## src/rtl/bresenham_draw.sv

```systemverilog
// Line rasteriser: latches one signed segment per go pulse and walks it with
// integer Bresenham, emitting one in-frame pixel per accepted valid/ready handshake.
module bresenham_draw #(
  parameter int OUT_WIDTH  = 8,
  parameter int BRES_WIDTH = OUT_WIDTH + 1,
  parameter int FRAME_MIN  = 0,
  parameter int FRAME_MAX  = 255,
  parameter int ERR_WIDTH  = BRES_WIDTH + 2
) (
  input  logic                         clk,
  input  logic                         rst,
  input  logic                         go,
  input  logic signed [BRES_WIDTH-1:0] stax,
  input  logic signed [BRES_WIDTH-1:0] stay,
  input  logic signed [BRES_WIDTH-1:0] endx,
  input  logic signed [BRES_WIDTH-1:0] endy,
  input  logic                         pix_ready,
  output logic                         pix_valid,
  output logic [OUT_WIDTH-1:0]         pix_x,
  output logic [OUT_WIDTH-1:0]         pix_y,
  output logic                         busy,
  output logic                         done
);

  typedef logic signed [ERR_WIDTH-1:0] coord_t;
  typedef enum logic [1:0] {S_IDLE, S_INIT, S_DRAW, S_DONE} state_t;

  localparam coord_t F_MIN = coord_t'(FRAME_MIN);
  localparam coord_t F_MAX = coord_t'(FRAME_MAX);
  localparam coord_t ONE   = coord_t'(1);

  state_t r_state;
  coord_t r_x0, r_y0, r_x1, r_y1;
  coord_t r_dx, r_dy, r_err;
  coord_t r_cur_x, r_cur_y;
  logic   r_sx_neg, r_sy_neg;

  function automatic coord_t sext(input logic signed [BRES_WIDTH-1:0] v);
    return coord_t'(v);
  endfunction

  function automatic logic in_frame(input coord_t v);
    return (v >= F_MIN) && (v <= F_MAX);
  endfunction

  // Segment geometry, consumed only in INIT.
  coord_t w_ddx, w_ddy, w_adx, w_ady;
  assign w_ddx = r_x1 - r_x0;
  assign w_ddy = r_y1 - r_y0;
  assign w_adx = (w_ddx < 0) ? -w_ddx : w_ddx;
  assign w_ady = (w_ddy < 0) ? -w_ddy : w_ddy;

  // One extra bit so 2*err cannot wrap for the widest segments.
  logic signed [ERR_WIDTH:0] w_e2, w_dx_w, w_dy_w;
  assign w_e2   = {r_err, 1'b0};
  assign w_dx_w = {r_dx[ERR_WIDTH-1], r_dx};
  assign w_dy_w = {r_dy[ERR_WIDTH-1], r_dy};

  logic w_step, w_at_end;
  assign w_step   = pix_ready | ~pix_valid;
  assign w_at_end = (r_cur_x == r_x1) && (r_cur_y == r_y1);

  coord_t w_err_nxt, w_x_nxt, w_y_nxt;
  always_comb begin
    // NOTE: every always_comb output gets a default first so no path can infer a latch.
    w_err_nxt = r_err;
    w_x_nxt   = r_cur_x;
    w_y_nxt   = r_cur_y;
    if (w_e2 >= w_dy_w) begin
      w_err_nxt = w_err_nxt + r_dy;
      w_x_nxt   = r_cur_x + (r_sx_neg ? -ONE : ONE);
    end
    if (w_e2 <= w_dx_w) begin
      w_err_nxt = w_err_nxt + r_dx;
      w_y_nxt   = r_cur_y + (r_sy_neg ? -ONE : ONE);
    end
  end

  // NOTE: state is written with <= so every register samples pre-edge values.
  always_ff @(posedge clk) begin
    if (!rst) begin
      r_state   <= S_IDLE;
      r_x0      <= '0;
      r_y0      <= '0;
      r_x1      <= '0;
      r_y1      <= '0;
      r_dx      <= '0;
      r_dy      <= '0;
      r_err     <= '0;
      r_cur_x   <= '0;
      r_cur_y   <= '0;
      r_sx_neg  <= 1'b0;
      r_sy_neg  <= 1'b0;
      pix_valid <= 1'b0;
      pix_x     <= '0;
      pix_y     <= '0;
      busy      <= 1'b0;
      done      <= 1'b0;
    end else begin
      case (r_state)
        S_IDLE: begin
          if (go) begin
            r_x0    <= sext(stax);
            r_y0    <= sext(stay);
            r_x1    <= sext(endx);
            r_y1    <= sext(endy);
            busy    <= 1'b1;
            r_state <= S_INIT;
          end
        end
        S_INIT: begin
          r_dx      <= w_adx;
          r_dy      <= -w_ady;
          r_err     <= w_adx - w_ady;
          r_sx_neg  <= !(r_x0 < r_x1);
          r_sy_neg  <= !(r_y0 < r_y1);
          r_cur_x   <= r_x0;
          r_cur_y   <= r_y0;
          pix_valid <= in_frame(r_x0) && in_frame(r_y0);
          pix_x     <= r_x0[OUT_WIDTH-1:0];
          pix_y     <= r_y0[OUT_WIDTH-1:0];
          r_state   <= S_DRAW;
        end
        S_DRAW: begin
          if (w_step) begin
            if (w_at_end) begin
              pix_valid <= 1'b0;
              busy      <= 1'b0;
              done      <= 1'b1;
              r_state   <= S_DONE;
            end else begin
              r_err     <= w_err_nxt;
              r_cur_x   <= w_x_nxt;
              r_cur_y   <= w_y_nxt;
              pix_valid <= in_frame(w_x_nxt) && in_frame(w_y_nxt);
              pix_x     <= w_x_nxt[OUT_WIDTH-1:0];
              pix_y     <= w_y_nxt[OUT_WIDTH-1:0];
            end
          end
        end
        S_DONE: begin
          done    <= 1'b0;
          r_state <= S_IDLE;
        end
        default: r_state <= S_IDLE;
      endcase
    end
  end

endmodule

```

## config.mk

```make
export PLATFORM = sky130hd
export DESIGN_NAME = bresenham_draw
export DESIGN_NICKNAME = d
export VERILOG_FILES = /design/src/rtl/bresenham_draw.sv
export SDC_FILE = /design/constraint.sdc
export NUM_CORES = 1
export LEC_CHECK = 0
export ABC_AREA = 1
export ABC_CLOCK_PERIOD_IN_PS = 3800
export BUFFER_PORTS_ARGS = -buffer_cell sky130_fd_sc_hd__buf_2
export CORE_ASPECT_RATIO = 0.6
export CORE_MARGIN = 1.5
export CORE_UTILIZATION = 56
export CTS_BUF_LIST = sky130_fd_sc_hd__clkbuf_4 sky130_fd_sc_hd__clkbuf_8
export DETAILED_ROUTE_END_ITERATION = 12
export PLACE_DENSITY = 0.75
export SKIP_CTS_REPAIR_TIMING = 1
export SLEW_MARGIN = 20
export SYNTH_ARGS = -nofsm -noshare
export SYNTH_HDL_FRONTEND = slang
export SYNTH_SLANG_ARGS = --single-unit
```

## constraint.sdc

```tcl
create_clock -name clk -period 3.8 [get_ports clk]
set_input_delay 0.19 -clock clk [delete_from_list [all_inputs] [get_ports clk]]
set_output_delay 0.19 -clock clk [all_outputs]
set_load 0.01 [all_outputs]
```

==> results.cfg <==
[floorplanning]
die_height_um = 100
io_pins = 59
die_w_um = 165
core_um2 = 15400
dieArea_um2 = 16500
rows = 35
start_util = 0.573

[worst_hold_path]
min-delay-start = endx[2]
hold_path_class = in2reg

[grt]
grt_use_met3 = 0.108
grt_pass1_vias = 7726
grt-ovfl-total = 0
busiest_layer = met1
grt_start_max_net_pins = 59
grt_use_met2 = 0.405
grt_pass1_wl_mm = 42.4
antenna_found_initial = 0
grt.met1_usage = 0.555
grt_usage = 0.335

[synthesis]
synthCells = 1314
synthTopCellsByArea = dfxtp_1, ha_1, nand2_1
ys_async_sr_fraction = 0
synthFlopType = dfxtp_1
synth_common_cells = nand2_1, inv_1, a21oi_1
synth_top_area_cell = dfxtp_1
yosysMostFrequentCell = nand2_1
synth_fp_nets = 1460
yosys_warnings = 0
synth_seq_cells = 98
synth.distinct_cells = 54
yosys.area.top_type_share = 0.223
yosysSeqAreaShare = 0.223
synth_area_um2 = 8810
synth_edf_count = 0
avgSynthCellArea_um2 = 6.71

[sta]
finalCriticalPeriod_ns = 3.62
worst_hold_slack_ns = 0.0711
relSlewSlack = 0.435
clock.fmax_mhz = 277
hold_viol_final = 0
period_share = 0.952
maxSlewViolCount = 0
tightest_slew_ns = 0.845
finalClockSkew_ns = 0.0136
finalSetupViolations = 0
setup_slack_ns = 0.184

[clock_network]
htreeDepth = 3
clock_latency_ns = 0.37
clk_pin_slew_ns = 0.11
tritoncts = built
cts.path.max_buffers = 2
clock_sinks = 98
numCtsBuffers = 9
ctsRootBufferMaster = clkbuf_8

[layout]
drive_above_1_share = 0.137
synthToLayoutAreaGrowth_pct = 10.2
nets = 1515
diodes = 0

[worst_setup_path]
worstPathMaxFanout = 5
start_kind = flip-flop
r2r_end = r_err[9]$_SDFFE_PN0P_
crit_type = reg2reg
rrSetupSlack_ns = 0.18
r2r_start = r_x0[6]$_SDFFE_PN0P_
r2r_cells = 25
endpoint_kind = flip-flop
crit_end = r_err[9]$_SDFFE_PN0P_
crit_arrival_ns = 3.93
crit_start = r_x0[6]$_SDFFE_PN0P_
crit_required_ns = 4.11

[route]
ant_nets = 0
post_drt_wl_per_cell_um = 17.6
drtIter0Drc = 1074
vias_per_cell = 5.81
vias = 9154
drt_wl_total_mm = 27.7
route.detailed.drc = 0
dr.pass1.iters = 5

[run_status]
outcome = completed

[placed_design]
dp.final_hpwl_mm = 21.3
place.gp.congestion = 0.997
place_ws_ns = 0.0954
port_buffers = 58

[job]
maxCapViolCount = 0
-- critical path, cell delays in order, from the launching register on --
cell     delay, ns
dfxtp_1       0.40
inv_1         0.09
ha_1          0.37
nand2_1       0.09
nand2_1       0.07
nand2_1       0.06
a21o_1        0.10
nand2_1       0.09
nor2_4        0.18
inv_1         0.12
buf_4         0.16
a21oi_1       0.15
xor2_1        0.25
inv_1         0.08
ha_1          0.34
a21oi_1       0.21
o21ai_2       0.11
nand2_1       0.07
nand2_1       0.06
nand2_1       0.09
nand2_2       0.07
nand2_2       0.07
nand2_1       0.05
nand2_1       0.06
nand3_1       0.07
a21oi_1       0.15
-- how the worst min path moves through the flow --
stage / to / slack (ns) / cells after the start
4_1_cts: r_x1[2]$_SDFFE_PN0P_ / 0.07 / 3
2_1_floorplan: r_x0[0]$_SDFFE_PN0P_ / 0.36 / 2
3_3_place_gp: r_y1[8]$_SDFFE_PN0P_ / 0.44 / 3
5_1_grt: r_y1[5]$_SDFFE_PN0P_ / 0.08 / 3
3_5_place_dp: r_y1[5]$_SDFFE_PN0P_ / 0.46 / 3
6_report: r_x1[2]$_SDFFE_PN0P_ / 0.07 / 3
-- cell families (layout without fill, tap and decap cells) --
family / after synthesis / in the layout / synth area share
AOI/OAI and AO/OA: 342 / 342 / 0.207
buffers and inverters: 224 / 283 / 0.105
xor gates and xnor gates: 56 / 56 / 0.0629
DFF: 98 / 98 / 0.223
adders and majority gates: 106 / 106 / 0.156
and+or+nand+nor: 488 / 488 / 0.246
-- metal layers --
metal / up-vias / routed length (µm) / share of wire
met1: 4131 / 13700 / 0.49
met5: - / 0 / 0
li1: 4496 / - / -
met2: 505 / 9930 / 0.36
met4: 0 / 198 / 0.0071
met3: 22 / 3940 / 0.14
-- layout by cell type, fill, tap and decap left out, types with 17 or more instances in the layout --
cell type and n:
a21oi_1 152, buf_2 58, buf_4 41, dfxtp_1 94, ha_1 94, inv_1 159, nand2_1 242, nand3_1 63
nand4_1 28, nor2_1 99, o21ai_0 128, xnor2_1 17, xor2_1 35
-- sequential cells by signal, summed over array words and instances, names as in the netlist, 9 cells and up --
name / cells
r_dx: 11
r_dy: 11
r_err: 11
r_x0: 9
r_x1: 9
r_y0: 9
r_y1: 9
-- cell type report --
type	count	area (µm²)
Timing Repair Buffer	99	598
Clock inverter	4	51.3
Tap cell	203	254
Inverter	169	643
Sequential cell	98	1970
Clock buffer	11	145
Multi-Input combinational cell	992	6060
Fill cell	1449	5650
-- through the flow --
step           TNS, ns  instance area, µm²  instances  utilization
6_report             0                9720       1576        0.632
3_5_place_dp         0                9350       1557        0.608
4_1_cts              0                9550       1572        0.621
2_1_floorplan        0                8810       1314            -
5_1_grt        -0.0738                9720       1576        0.632
3_3_place_gp         0                9350       1557        0.608
Power is left out: the tool's default activity adds up to more than one toggle a clock period on the data nets, which glitch-free logic cannot reach.
